File: config.mk
export PLATFORM = sky130hd
export DESIGN_NAME = floor_request_bank
export DESIGN_NICKNAME = d
export VERILOG_FILES = /design/src/rtl/elevator_pkg.sv /design/src/rtl/floor_cell.sv /design/src/rtl/floor_request_bank.sv
export SDC_FILE = /design/constraint.sdc
export NUM_CORES = 1
export LEC_CHECK = 0
export ABC_AREA = 0
export BUFFER_PORTS_ARGS = -buffer_cell sky130_fd_sc_hd__buf_2
export CAP_MARGIN = 20
export CORE_ASPECT_RATIO = 2
export CORE_UTILIZATION = 28
export CTS_CLUSTER_DIAMETER = 150
export DETAILED_ROUTE_END_ITERATION = 12
export GPL_TIMING_DRIVEN = 0
export HOLD_SLACK_MARGIN = 0.08
export SLEW_MARGIN = 20
export SYNTH_ARGS = -nofsm -noshare
export SYNTH_HDL_FRONTEND = slang
export SYNTH_SLANG_ARGS = --single-unit
File: constraint.sdc
create_clock -name Clock -period 1.7 [get_ports Clock]
set_input_delay 0.085 -clock Clock [delete_from_list [all_inputs] [get_ports Clock]]
set_output_delay 0.085 -clock Clock [all_outputs]
set_load 0.005 [all_outputs]
File: src/rtl/elevator_pkg.sv
// Shared elevator types: per-floor request state, default bank size and
// a floor-code validity helper used by the request bank.
package elevator_pkg;

  typedef enum logic {
    OFF = 1'b0,
    ON  = 1'b1
  } floor_state_t;

  localparam int DEFAULT_NUM_FLOORS = 4;

  // Wide enough for any encoded floor code the bank can be built with.
  localparam int CODE_W = 8;

  // A code is a real floor when it lies in 1..n; 0 and anything above n
  // mean "no key" or "between floors".
  function automatic logic floor_code_valid(input logic [CODE_W-1:0] code,
                                            input int unsigned       n);
    return (code != '0) && ({24'h0, code} <= n);
  endfunction

endpackage

File: src/rtl/floor_cell.sv
// One floor's request latch: a two-state OFF/ON machine with clear priority.
// With FLOOR_REQ_CANCEL_EN defined, a cancel on an ON floor turns it off.
module floor_cell
  import elevator_pkg::*;
(
  input  logic Clock,
  input  logic Reset,
  input  logic set,
  input  logic clr,
`ifdef FLOOR_REQ_CANCEL_EN
  input  logic cancel,
`endif
  output logic is_on
);

  floor_state_t state_q;
  floor_state_t state_d;

  // NOTE: sequential state uses <= so every flop samples pre-edge values.
  always_ff @(posedge Clock) begin
    if (Reset) begin
      state_q <= OFF;
    end else begin
      state_q <= state_d;
    end
  end

  // NOTE: state_d is defaulted first so no path leaves it unassigned (no latch).
  always_comb begin
    state_d = state_q;
    if (clr) begin
      state_d = OFF;
    end else begin
      case (state_q)
        OFF: if (set) state_d = ON;
`ifdef FLOOR_REQ_CANCEL_EN
        ON:  if (cancel) state_d = OFF;
`else
        ON:  state_d = ON;
`endif
      endcase
    end
  end

  always_comb begin
    is_on = (state_q == ON);
  end

endmodule

File: src/rtl/floor_request_bank.sv
// Elevator floor-call register: latches keypad presses per floor, clears on
// service, and picks the next target with a SCAN direction. Option: FLOOR_REQ_CANCEL_EN.
module floor_request_bank
  import elevator_pkg::*;
#(
  parameter int NUM_FLOORS = DEFAULT_NUM_FLOORS,
  parameter int FLOOR_W    = $clog2(NUM_FLOORS + 1)
) (
  input  logic                  Clock,
  input  logic                  Reset,
  input  logic [FLOOR_W-1:0]    KEY,
  input  logic [FLOOR_W-1:0]    cur_floor,
  input  logic                  Done,
  output logic [NUM_FLOORS-1:0] floor,
  output logic                  pending,
  output logic [FLOOR_W-1:0]    target,
  output logic                  dir_up
);

  logic [FLOOR_W-1:0]    key_q;
  logic                  key_valid;
  logic                  press;
  logic                  cur_valid;
  logic                  done_valid;
  logic [NUM_FLOORS-1:0] set_vec;
  logic [NUM_FLOORS-1:0] clr_vec;

  logic                  here_on;
  logic                  any_above;
  logic                  any_below;
  logic [FLOOR_W-1:0]    up_near;
  logic [FLOOR_W-1:0]    dn_near;
  logic [FLOOR_W-1:0]    low_near;

  // NOTE: key_q follows KEY even during reset, so a key held across reset
  // release is treated as already seen and raises no event.
  always_ff @(posedge Clock) begin
    key_q <= KEY;
  end

  always_comb begin
    key_valid  = floor_code_valid(CODE_W'(KEY), NUM_FLOORS);
    press      = key_valid && (KEY != key_q);
    cur_valid  = floor_code_valid(CODE_W'(cur_floor), NUM_FLOORS);
    done_valid = Done && cur_valid;
  end

  always_comb begin
    set_vec = '0;
    clr_vec = '0;
    for (int i = 0; i < NUM_FLOORS; i++) begin
      set_vec[i] = press && (KEY == FLOOR_W'(i + 1));
      clr_vec[i] = done_valid && (cur_floor == FLOOR_W'(i + 1));
    end
  end

  for (genvar g = 0; g < NUM_FLOORS; g++) begin : g_cell
    floor_cell u_cell (
      .Clock  (Clock),
      .Reset  (Reset),
      .set    (set_vec[g]),
      .clr    (clr_vec[g]),
`ifdef FLOOR_REQ_CANCEL_EN
      .cancel (set_vec[g]),
`endif
      .is_on  (floor[g])
    );
  end

  assign pending = |floor;

  // Descending scan leaves the lowest hit; ascending leaves the highest,
  // which gives nearest-above and nearest-below respectively.
  always_comb begin
    here_on   = 1'b0;
    any_above = 1'b0;
    any_below = 1'b0;
    up_near   = '0;
    dn_near   = '0;
    low_near  = '0;
    for (int i = NUM_FLOORS - 1; i >= 0; i--) begin
      if (floor[i]) low_near = FLOOR_W'(i + 1);
      if (floor[i] && cur_valid && ((i + 1) > int'(cur_floor))) begin
        any_above = 1'b1;
        up_near   = FLOOR_W'(i + 1);
      end
    end
    for (int i = 0; i < NUM_FLOORS; i++) begin
      if (floor[i] && cur_valid && ((i + 1) < int'(cur_floor))) begin
        any_below = 1'b1;
        dn_near   = FLOOR_W'(i + 1);
      end
      if (floor[i] && cur_valid && ((i + 1) == int'(cur_floor))) here_on = 1'b1;
    end
  end

  always_comb begin
    target = '0;
    if (!cur_valid) begin
      target = low_near;
    end else if (here_on) begin
      target = cur_floor;
    end else if (dir_up) begin
      if (any_above)      target = up_near;
      else if (any_below) target = dn_near;
    end else begin
      if (any_below)      target = dn_near;
      else if (any_above) target = up_near;
    end
  end

  // Reverse only when the current sweep has run out of work ahead of the car.
  always_ff @(posedge Clock) begin
    if (Reset) begin
      dir_up <= 1'b1;
    end else if (cur_valid) begin
      if (dir_up && !any_above && any_below) begin
        dir_up <= 1'b0;
      end else if (!dir_up && !any_below && any_above) begin
        dir_up <= 1'b1;
      end
    end
  end

endmodule

Yosys cells after proc, flatten, opt, wreduce, memory -nomap -nowiden
Index checks and enable logic that the tools add are counted.

Logic and storage cells: 118. Bits in registers: 8. Bits of input ports: 9. Output and inout bits: 9.

Equality and inequality tests: 13. Magnitude comparators: 10. Bitwise logic cells: 4. Reduce and logical (&&, ||, !) cells: 44. Muxes and demuxes: 41.

Operator list (number): two-way mux 3 bit (18); logical AND 1 bit (32); two-way mux 1 bit (19); == test 3 x 2 -> 1 bit, second input constant (4); == test 3 bit, first input constant (3); case mux 1 bit (2 select lines) (4); OR reduction 2 bit (4); == test 3 x 1 -> 1 bit, second input constant (2); == test 3 bit, second input constant (2); > comparator 2 x 3 -> 1 bit, first input constant (2); <= comparator 3 bit, second input constant (2); less-than comparator 2 x 3 -> 1 bit, first input constant (2); nonzero test 3 bit (2); inverter 1 bit (4); OR reduction 4 bit (1); == test 2 x 3 -> 1 bit, first input constant (1); > comparator 1 x 3 -> 1 bit, first input constant (1); > comparator 3 bit, first input constant (1); zero test 1 bit (3); less-than comparator 1 x 3 -> 1 bit, first input constant (1); less-than comparator 3 bit, first input constant (1); inequality test 3 bit (1); AND reduction 2 bit (1); nonzero test 2 bit (1).

Longest topological paths before layout
Gate-level depths: netlist of the first run.

Depth after elaboration: 13. Mapped depth: 6. Mapped depth without buffers: 5.

Cells and area by module
A second synthesis of the first run with hierarchy kept.

Cell total of the unflattened synthesis: 100. Area total of the unflattened synthesis: 718.2 µm².

Modules (own cells, without submodules): floor_request_bank (area each 583.1 µm², sequential area each 80.1 µm², cells an instance 88, instances 1); floor_cell (area each 33.8 µm², sequential area each 20.0 µm², cells an instance 3, instances 4).

Worst setup path before layout of the first run
Ideal clock, no wire load.

Path kind: reg2out. Start point: register g_cell[1].u_cell.state_q. End point: output target[2]. Path buffers: 1. Arrival time: 1.370 ns. Cell stages (with the launch flop): 6. Path slack: 0.245 ns. Required time: 1.615 ns. Cell sequence: dfxtp_1 > buf_6 > mux2_4 > a211o_1 > nor4b_2 > o21a_1.

Cells in the longest elaborated chain, start to end: 10. Elaborated cells on any way between the ends: 23. Classes of those cells: mux: 19; reduce/logical: 4.

Ends and longest elaborated chain: from (decl) (RTL line floor_cell.sv:16) `floor_state_t state_q;`; from (signal assigned) (RTL line floor_cell.sv:24) `state_q <= state_d;`; logical AND 1 bit (RTL line floor_request_bank.sv:83, floor_request_bank.sv:89, floor_request_bank.sv:93); logical AND 1 bit (RTL line floor_request_bank.sv:89) `if (floor[i] && cur_valid && ((i + 1) < int'(cur_floor))) begin`; two-way mux 1 bit (3 in a row) (RTL line floor_request_bank.sv:89); two-way mux 3 bit (RTL line floor_request_bank.sv:105) `else if (any_below) target = dn_near;`; two-way mux 3 bit (RTL line floor_request_bank.sv:104) `if (any_above) target = up_near;`; two-way mux 3 bit (RTL line floor_request_bank.sv:103) `end else if (dir_up) begin`; two-way mux 3 bit (RTL line floor_request_bank.sv:101) `end else if (here_on) begin`; two-way mux 3 bit (*) (RTL line floor_request_bank.sv:99) `if (!cur_valid) begin`; to (decl) (RTL line floor_request_bank.sv:16) `output logic [FLOOR_W-1:0] target,`.

Mark *: on every way between the ends. The rest lies on a longest branch, timed or not.

Worst setup path after layout of the first run
Start point: register g_cell[2].u_cell.state_q. End point: output target[0].

Cells in the longest elaborated chain, start to end: 10. Elaborated cells on any way between the ends: 26. Classes of those cells: mux: 22; reduce/logical: 4.

Ends and longest elaborated chain: from (decl) (RTL line floor_cell.sv:16); from (signal assigned) (RTL line floor_cell.sv:24); logical AND 1 bit (RTL line floor_request_bank.sv:83, floor_request_bank.sv:89, floor_request_bank.sv:93); logical AND 1 bit (RTL line floor_request_bank.sv:83) `if (floor[i] && cur_valid && ((i + 1) > int'(cur_floor))) begin`; two-way mux 3 bit or two-way mux 1 bit (tied branches) (3 in a row) (RTL line floor_request_bank.sv:83); two-way mux 3 bit (RTL line floor_request_bank.sv:108) `else if (any_above) target = up_near;`; two-way mux 3 bit (RTL line floor_request_bank.sv:107) `if (any_below) target = dn_near;`; two-way mux 3 bit (RTL line floor_request_bank.sv:103); two-way mux 3 bit (RTL line floor_request_bank.sv:101); two-way mux 3 bit (*) (RTL line floor_request_bank.sv:99).

Marked as above.

==> results of run 1 <==
-- worst paths after layout --
path,endpoint,start,cells after the start
max reg2reg,dir_up,g_cell[2].u_cell.is_on,5
min reg2reg,g_cell[3].u_cell.is_on,g_cell[3].u_cell.is_on,2
max,target[0],g_cell[2].u_cell.is_on,5
min,g_cell[3].u_cell.is_on,Reset,2
-- cells in the final DEF (no fill, tap or decap), types with 2 or more instances in the layout --
master | Yosys | layout
nor2_1 | 3 | 2
a211o_1 | 3 | 3
nor2b_1 | 3 | 3
o21ai_0 | 3 | 3
inv_1 | 5 | 5
clkbuf_8 | 0 | 3
buf_6 | 2 | 3
dfxtp_1 | 8 | 5
nor3_1 | 4 | 3
a221o_1 | 2 | 2
nor3b_1 | 2 | 2
o211ai_1 | 2 | 2
nor4bb_1 | 2 | 2
nand2b_1 | 3 | 2
nand3b_1 | 5 | 5
buf_4 | 4 | 6
a21oi_1 | 5 | 5
a41oi_1 | 2 | 2
nor2_2 | 1 | 2
buf_2 | 4 | 19
a31oi_4 | 0 | 3
dlygate4sd3_1 | 0 | 3
xnor2_1 | 3 | 3
nand2_1 | 4 | 4
dfxtp_2 | 0 | 2
a311oi_1 | 3 | 3
-- repair_timing --
action | in CTS | in global routing
hold buffers | 3 | 0
setup endpoints to repair | 3 | 6
setup buffers | 3 | 0
pin swaps | 3 | 2
gates resized for setup | 3 | 13
hold endpoints to repair | 3 | 0
-- cell families after synthesis --
logic type	synth area share [%]
compound gates	34.1
simple gates	24.5
buf+inv	12.3
flops	20.8
xor+xnor	3.41
fa+ha+maj	2.92
mux	1.95
-- flip-flops by register name, summed over array words and instances, names as in the netlist --
name,count
key_q,3
dir_up,1
g_cell.u_cell.is_on,4
-- power breakdown --
group / total (mW) / internal [mW] / switching [mW]
combinational: 0.184 / 0.0878 / 0.0960
clock: 0.219 / 0.153 / 0.0659
sequential: 0.206 / 0.197 / 0.00916
total: 0.608 / 0.437 / 0.171
-- stage by stage --
step	power (mW)	utilization [%]	area [µm²]	cells
2_1_floorplan	0.310	-	771	93
3_3_place_gp	0.361	34.5	886	137
3_5_place_dp	0.365	34.5	886	137
4_1_cts	0.596	38.3	983	146
5_1_grt	0.645	41.0	1050	146
6_report	0.608	41.0	1050	146
-- per-layer routing --
layer	share of wire [%]	vias to the layer above
li1	-	406
met1	36	380
met4	2.1	0
met3	4.2	8
met5	0	-
met2	58	30
-- layout make-up --
| class | instances | area [µm²] | area share [%] |
|---|---|---|---|
| Sequential cell | 8 | 166 | 15.8 |
| Timing Repair Buffer | 22 | 136 | 12.9 |
| Clock buffer | 3 | 41.3 | 3.92 |
| Tap cell | 28 | 35.0 | 3.33 |
| Buffer | 11 | 80.1 | 7.60 |
| Inverter | 5 | 18.8 | 1.78 |
| Multi-Input combinational cell | 69 | 576 | 54.6 |
==> results_dict.tcl, run 1 <==
set metrics [dict create \
    slowest_stage "a2111oi_4" \
    root_buffer "clkbuf_8" \
    synthCells 93 \
    fin_hold_ws_ns 0.0928 \
    drt_iter0_markers 23 \
    p_leak_nw 0.431 \
    cp_num_buf_inv 1 \
    grt_pass1_vias 839 \
    clk_pin_slew_worst_paths_ns 0.04 \
    clock_latency_ns 0.22 \
    port_buffers 16 \
    dieArea_um2 2980 \
    layout-drive-gt1-share_pct 39.0 \
    start_kind "flop" \
    synth-edff-count 0 \
    synth_async_sr_flop_share_pct 0 \
    cts_buffer_depth 2 \
    initial_core_util_pct 30.0 \
    synthTopCellsByCount "dfxtp_1, a21oi_1, inv_1, nand3b_1" \
    grt_first_pass_wirelength_um 3590 \
    coreArea_um2 2570 \
    yosysMostFrequentCell "dfxtp_1" \
    yosysTopAreaCell "dfxtp_1" \
    cts_buffers 3 \
    vias 824 \
    ios 18 \
    drt-total-wl_um 2260 \
    cts_sinks 8 \
    gr-max-usage-layer "met2" \
    r2r_slack_ns 0.27 \
    antenna_left 0 \
    synthTopCellsByArea "dfxtp_1, nand3b_1, buf_4" \
    worstPathRequired_ns 1.62 \
    setup_viol 3 \
    fin_setup_tns_ns -0.273 \
    gr-usage-met2_pct 28.8 \
    synth-seq-cells 8 \
    fp.dieW_um 39.1 \
    cap_violations 0 \
    dp_hpwl_um 1690 \
    grtUsageTotal_pct 16.4 \
    htreeDepth 1 \
    synth.distinct_cells 40 \
    hp-class "in -> reg" \
    fin_crit_ns 1.81 \
    synth_flop_cell "dfxtp_1" \
    pre_cts_slack_ns -0.0144 \
    synth.avg_cell_area_um2 8.29 \
    synth_top_area_share_pct 20.8 \
    violations "negative setup slack" \
    drt_pass1_iterations 4 \
    worst-path-max-fanout 5 \
    period_share_pct 107 \
    critical_path.top_delay_family "compound AO/OA/AOI/OAI gates" \
    max_freq_mhz 552 \
    wl_per_cell_um 15.5 \
    num_antenna_cells 0 \
    syn_area_um2 771 \
    skew_ns 0.00456 \
    powerDensity_nw_per_um2 577 \
    path_class "reg -> out" \
    finalMaxSlewViolations 0 \
    grt_overflow 0 \
    status "finished with violations" \
    critPathMaxStageDelay_ns 0.53 \
    grtUsageMet1_pct 16.6 \
    row_count 26 \
    grt_max_degree 11 \
    ir_drop_uv 690 \
    slew_headroom_pct 68.1 \
    die_h_um 76.2 \
    final_nets 130 \
    gr-usage-met3_pct 2.62 \
    cts_tree "yes" \
    worst_slack_ns -0.111 \
    route.detailed.drc 0 \
    vias_per_cell 5.64 \
    area_growth_pct 36.7 \
    crit_chain "nand2b_4, a2111oi_4, a31oi_4, a22o_1, buf_2" \
    antenna_found_initial 0 \
    rsz0062_at_grt "true" \
    worstMarginPinSlew_ns 0.478 \
    hold_viol 0 \
    routabilityCongestion 0.842 \
    n_fill_cell 280 \
    worstPathArrival_ns 1.73 \
    ys_seq_area_share_pct 20.8 \
    synth_fp_nets 103 \
    end_kind "output port" \
    yosys_warnings 0 \
]
(Power assumes the default switching activity.)
==> run 2, diff against run 1 <==
- CORE_ASPECT_RATIO: 2 -> not set
- CORE_UTILIZATION: 28 -> 35
==> run 2 against run 1 <==
Global-route usage rose by 2.0 points; sequential share of layout area up 0.66 points; largest power group is now sequential cells; hold slack better by 0.16 ns; critical endpoint is now target[2]; the flow still finishes with violations (negative setup slack); setup slack improved by 0.011 ns; via count increased by 2.7%; wire length fell by 4.3%; critical path depth up 2; register-to-register slack worse by 0.14 ns; maximum frequency rose by 0.62%.
==> results_dict.tcl, run 2 (synthesis results as in run 1) <==
set metrics [dict create \
    status "finished with violations" \
    violations "negative setup slack" \
    vias 846 \
    max_freq_mhz 556 \
    dp.cells 136 \
    hp-class "in -> reg" \
    cap_violations 0 \
    antenna_found_initial 0 \
    hold_viol 0 \
    cts_buffer_depth 2 \
    area_growth_pct 31.2 \
    worst-path-max-fanout 8 \
    setup_viol 3 \
    p_int_mw 0.363 \
    multi_input_area_um2 529 \
    clock_latency_ns 0.26 \
    regArea_um2 166 \
    grtUsageTotal_pct 18.4 \
    seqPwrFrac_pct 38.3 \
    dp_hpwl_um 1440 \
    drt-total-wl_um 2170 \
    cts_buffers 3 \
    worst_slack_ns -0.0998 \
    worstPathRequired_ns 1.62 \
    fin_hold_ws_ns 0.249 \
    period_share_pct 106 \
    worstPathArrival_ns 1.71 \
    ios 18 \
    fin_setup_tns_ns -0.222 \
    root_buffer "clkbuf_4" \
    htreeDepth 1 \
    utilization_pct 50.0 \
    coreArea_um2 2020 \
    route.detailed.drc 0 \
    final_nets 133 \
    startpoint "g_cell[1].u_cell.is_on" \
    grt_overflow 0 \
    initial_core_util_pct 38.1 \
    grt_first_pass_wirelength_um 3480 \
    row_count 16 \
    n_fill_cell 201 \
    p_total_mw 0.533 \
    largest_reg_flops 4 \
    grt_pass1_vias 781 \
    skew_ns 0.00276 \
    slew_headroom_pct 73.0 \
    layoutNonFillerInstCount 148 \
    final_cell_mix "buf_2, buf_4" \
    cts_tree "yes" \
    grt_max_degree 11 \
    postPlaceCellArea_um2 885 \
    finalMaxSlewViolations 0 \
    vias_per_cell 5.72 \
    num_antenna_cells 0 \
    ir_drop_uv 239 \
    clk_pin_slew_worst_paths_ns 0.06 \
    cp-endpoint "target[2]" \
    fin_area_um2 1010 \
    timing.rr.end "dir_up" \
    drt_pass1_iterations 4 \
    crit_chain "buf_6, buf_4, nor2_1, a22oi_1, nor4b_2, o21a_1, buf_2" \
    fp.dieW_um 48.9 \
    die_h_um 48.9 \
    reg2regPathDepth 7 \
    r2r_slack_ns 0.13 \
    regToRegStartpoint "g_cell[1].u_cell.is_on" \
    antenna_left 0 \
    worstMarginPinSlew_ns 0.403 \
    wl_per_cell_um 14.6 \
    start_kind "flop" \
    p_leak_nw 0.429 \
    p_sw_share_pct 31.9 \
    port_buffers 16 \
    clkPwrFrac_pct 28.9 \
    path_class "reg -> out" \
    end_kind "output port" \
    critPathMaxStageDelay_ns 0.33 \
    drt_iter0_markers 31 \
    pre_cts_slack_ns 0.0128 \
    final_common_cell "buf_2" \
    routabilityCongestion 0.838 \
    cts_sinks 8 \
    p_comb_share_pct 32.8 \
    powerDensity_nw_per_um2 527 \
    slowest_stage "dfxtp_2" \
    fin_crit_ns 1.80 \
    layout-drive-gt1-share_pct 35.5 \
    netSwitchingPower_mw 0.170 \
    rsz0062_at_grt "true" \
    dieArea_um2 2390 \
]
-- run 2: timing repair --
action / CTS / global route
pin swaps: 5 / 1
gates resized for setup: 7 / 1
setup buffers: 4 / 0
setup endpoints to repair: 3 / 6
hold buffers: 5 / 0
endpoints found under the hold margin: 7 / 0
-- run 2: layer usage --
layer / up-vias / GRT usage [%] / part of all wire [%]
met1: 406 / 24.4 / 46
met2: 27 / 31.5 / 49
met5: - / 0 / 0
li1: 409 / - / -
met3: 4 / 0.935 / 4.0
met4: 0 / 6.37 / 1.0
-- run 2: cell type report --
type / count / share of cell area, %
Buffer: 11 / 7.92
Clock buffer: 3 / 2.23
Inverter: 5 / 1.86
Multi-Input combinational cell: 69 / 52.4
Sequential cell: 8 / 16.5
Tap cell: 27 / 3.34
Timing Repair Buffer: 25 / 15.8
-- run 2: power groups by stage --
| stage | Sequential (mW) | Combinational, mW | Clock [mW] |
|---|---|---|---|
| final | 0.204 | 0.175 | 0.154 |
| after global routing | 0.206 | 0.189 | 0.161 |
| after CTS | 0.204 | 0.170 | 0.151 |
| after detailed placement | 0.208 | 0.153 | 0 |
| after global placement | 0.208 | 0.152 | 0 |
| after floorplan | 0.206 | 0.105 | 0 |
-- run 2: worst min-delay path by stage --
stage / start / to / slack (ns) / cells past startpoint
after floorplan: KEY[0] / key_q[0] / 0.11 / 0
after global placement: KEY[1] / key_q[1] / 0.26 / 1
after detailed placement: KEY[2] / key_q[2] / 0.26 / 1
after CTS: cur_floor[2] / g_cell[1].u_cell.is_on / 0.25 / 3
after global routing: cur_floor[0] / g_cell[1].u_cell.is_on / 0.28 / 3
final: cur_floor[0] / g_cell[1].u_cell.is_on / 0.25 / 3
-- run 2: worst max-delay path: cells and delay by family (launching register included) --
kind,cells,cell delay (ns)
buf+inv,3,0.37
simple gates,2,0.47
flops,1,0.33
compound gates,2,0.29
==> run 3, diff against run 2 <==
- MAX_ROUTING_LAYER: not set -> met4
- TNS_END_PERCENT: not set -> 30
- clock period: 1.7 -> 1.84 ns (I/O delays scaled with it)
==> run 3 against run 2 <==
Wire length decreased by 4.8%; utilization decreased by 2.4 points; die area unchanged; the run still ends with negative setup slack left; clock skew increased by 0.00077 ns; final area decreased by 4.8%; non-clock buffer count decreased by 4; critical path type unchanged; sequential cell count unchanged; register-to-register slack improved by 0.30 ns; highest routed layer unchanged; largest power group unchanged.
==> results_dict.tcl, run 3 (synthesis results as in run 1) <==
set metrics [dict create \
    fin_area_um2 962 \
    layout-drive-gt1-share_pct 31.6 \
    initial_core_util_pct 38.1 \
    area_growth_pct 24.8 \
    final_common_cell "buf_2" \
    drt_pass1_iterations 4 \
    max_freq_mhz 541 \
    root_buffer "clkbuf_4" \
    port_buffers 16 \
    num_antenna_cells 0 \
    grt_max_degree 11 \
    drt_iter0_markers 21 \
    setup_viol 1 \
    cts_buffers 3 \
    hold_viol 0 \
    skew_ns 0.00353 \
    antenna_left 0 \
    drt-total-wl_um 2060 \
    cap_violations 0 \
    worst_slack_ns -0.00726 \
    ios 18 \
    violations "negative setup slack" \
    dp_hpwl_um 1440 \
    worstPathArrival_ns 1.76 \
    ir_drop_uv 226 \
    clock_latency_ns 0.26 \
    slowest_stage "a2111oi_4" \
    routabilityCongestion 0.851 \
    grt_overflow 0 \
    regArea_um2 164 \
    grtUsageTotal_pct 18.0 \
    fin_crit_ns 1.85 \
    critPathMaxStageDelay_ns 0.47 \
    start_kind "flop" \
    cts_tree "yes" \
    clk_pin_slew_worst_paths_ns 0.05 \
    hp-class "in -> reg" \
    cts_sinks 8 \
    die_h_um 48.9 \
    finalMaxSlewViolations 0 \
    n_fill_cell 202 \
    htreeDepth 1 \
    crit_chain "nor2b_1, a2111oi_4, a31oi_1, a22o_1, buf_2" \
    rsz0062_at_grt "true" \
    vias_per_cell 5.67 \
    critical_path.top_delay_family "compound AO/OA/AOI/OAI gates" \
    fin_hold_ws_ns 0.254 \
    cp_num_buf_inv 1 \
    dieArea_um2 2390 \
    grt_pass1_vias 745 \
    antenna_found_initial 0 \
    worstPathRequired_ns 1.75 \
    wl_per_cell_um 14.3 \
    coreArea_um2 2020 \
    largest_reg_flops 4 \
    grt_first_pass_wirelength_um 3330 \
    period_share_pct 100 \
    fp.dieW_um 48.9 \
    path_class "reg -> out" \
    pre_cts_slack_ns 0.146 \
    postPlaceCellArea_um2 885 \
    slew_headroom_pct 73.0 \
    cts_buffer_depth 2 \
    worst-path-max-fanout 8 \
    final_nets 129 \
    vias 817 \
    multi_input_area_um2 515 \
    worstMarginPinSlew_ns 0.405 \
    powerDensity_nw_per_um2 501 \
    status "finished with violations" \
    row_count 16 \
    end_kind "output port" \
    r2r_slack_ns 0.43 \
    p_leak_nw 0.401 \
    route.detailed.drc 0 \
]
==> run 3: changes by cell type in the layout (fill, tap and decap cells not counted) <==
cell      before  now
nand2b_4       1    0
buf_4          9    4
a31oi_2        1    0
dfxtp_4        1    0
dfxtp_2        2    3
a31oi_1        2    3
buf_2         19   20
nand2b_1       2    3
==> run 3: path summary, 6_finish.rpt <==
path | startpoint | endpoint | depth (start not counted)
worst min register to register | g_cell[3].u_cell.is_on | g_cell[3].u_cell.is_on | 2
worst max register to register | g_cell[2].u_cell.is_on | dir_up | 5
worst min-delay path | cur_floor[2] | g_cell[1].u_cell.is_on | 3
worst max-delay path | g_cell[3].u_cell.is_on | target[0] | 5
==> run 3: per-stage QoR <==
stage	total power, mW	instances	util (%)	setup TNS [ns]
3_3_place_gp	0.332	136	43.8	0
2_1_floorplan	0.287	93	-	0
5_1_grt	0.505	144	47.6	-0.186
6_report	0.482	144	47.6	-0.00726
4_1_cts	0.479	144	47.5	-0.0110
3_5_place_dp	0.334	136	43.8	0
==> run 3: power breakdown <==
group          internal, mW  switching (mW)  leakage [nW]
Clock                0.0751          0.0661        0.0138
Sequential            0.182         0.00742        0.0673
Combinational        0.0732          0.0788         0.320
==> run 3: area by class of cell <==
type / count / area share (%)
flip-flops and latches: 8 / 17.0
inverters: 5 / 1.95
well taps: 27 / 3.51
repair buffers: 21 / 13.5
plain buffers: 11 / 8.06
multi-input cells: 69 / 53.6
clock buffers: 3 / 2.34
==> run 3: timing repair <==
action                                  in CTS  in global routing
pin swaps                                    2                  0
buffers inserted                             0                  0
resized for setup                            3                  1
endpoints found under the setup margin       3                  3
endpoints found under the hold margin        6                  0
hold buffers                                 5                  0
==> run 3: worst register-to-register path: stages, from the launching register on <==
cell,delay [ns]
dfxtp_2,0.34
buf_2,0.18
or3_1,0.35
a32oi_1,0.23
a21oi_1,0.10
o21bai_1,0.14
==> run 3: routing by layer <==
layer / vias to the layer above / share of wire (%) / track usage, %
met4: 0 / 0.78 / 6.37
li1: 404 / - / -
met2: 28 / 48 / 29.2
met1: 383 / 47 / 23.7
met5: - / 0 / -
met3: 2 / 4.2 / 1.25
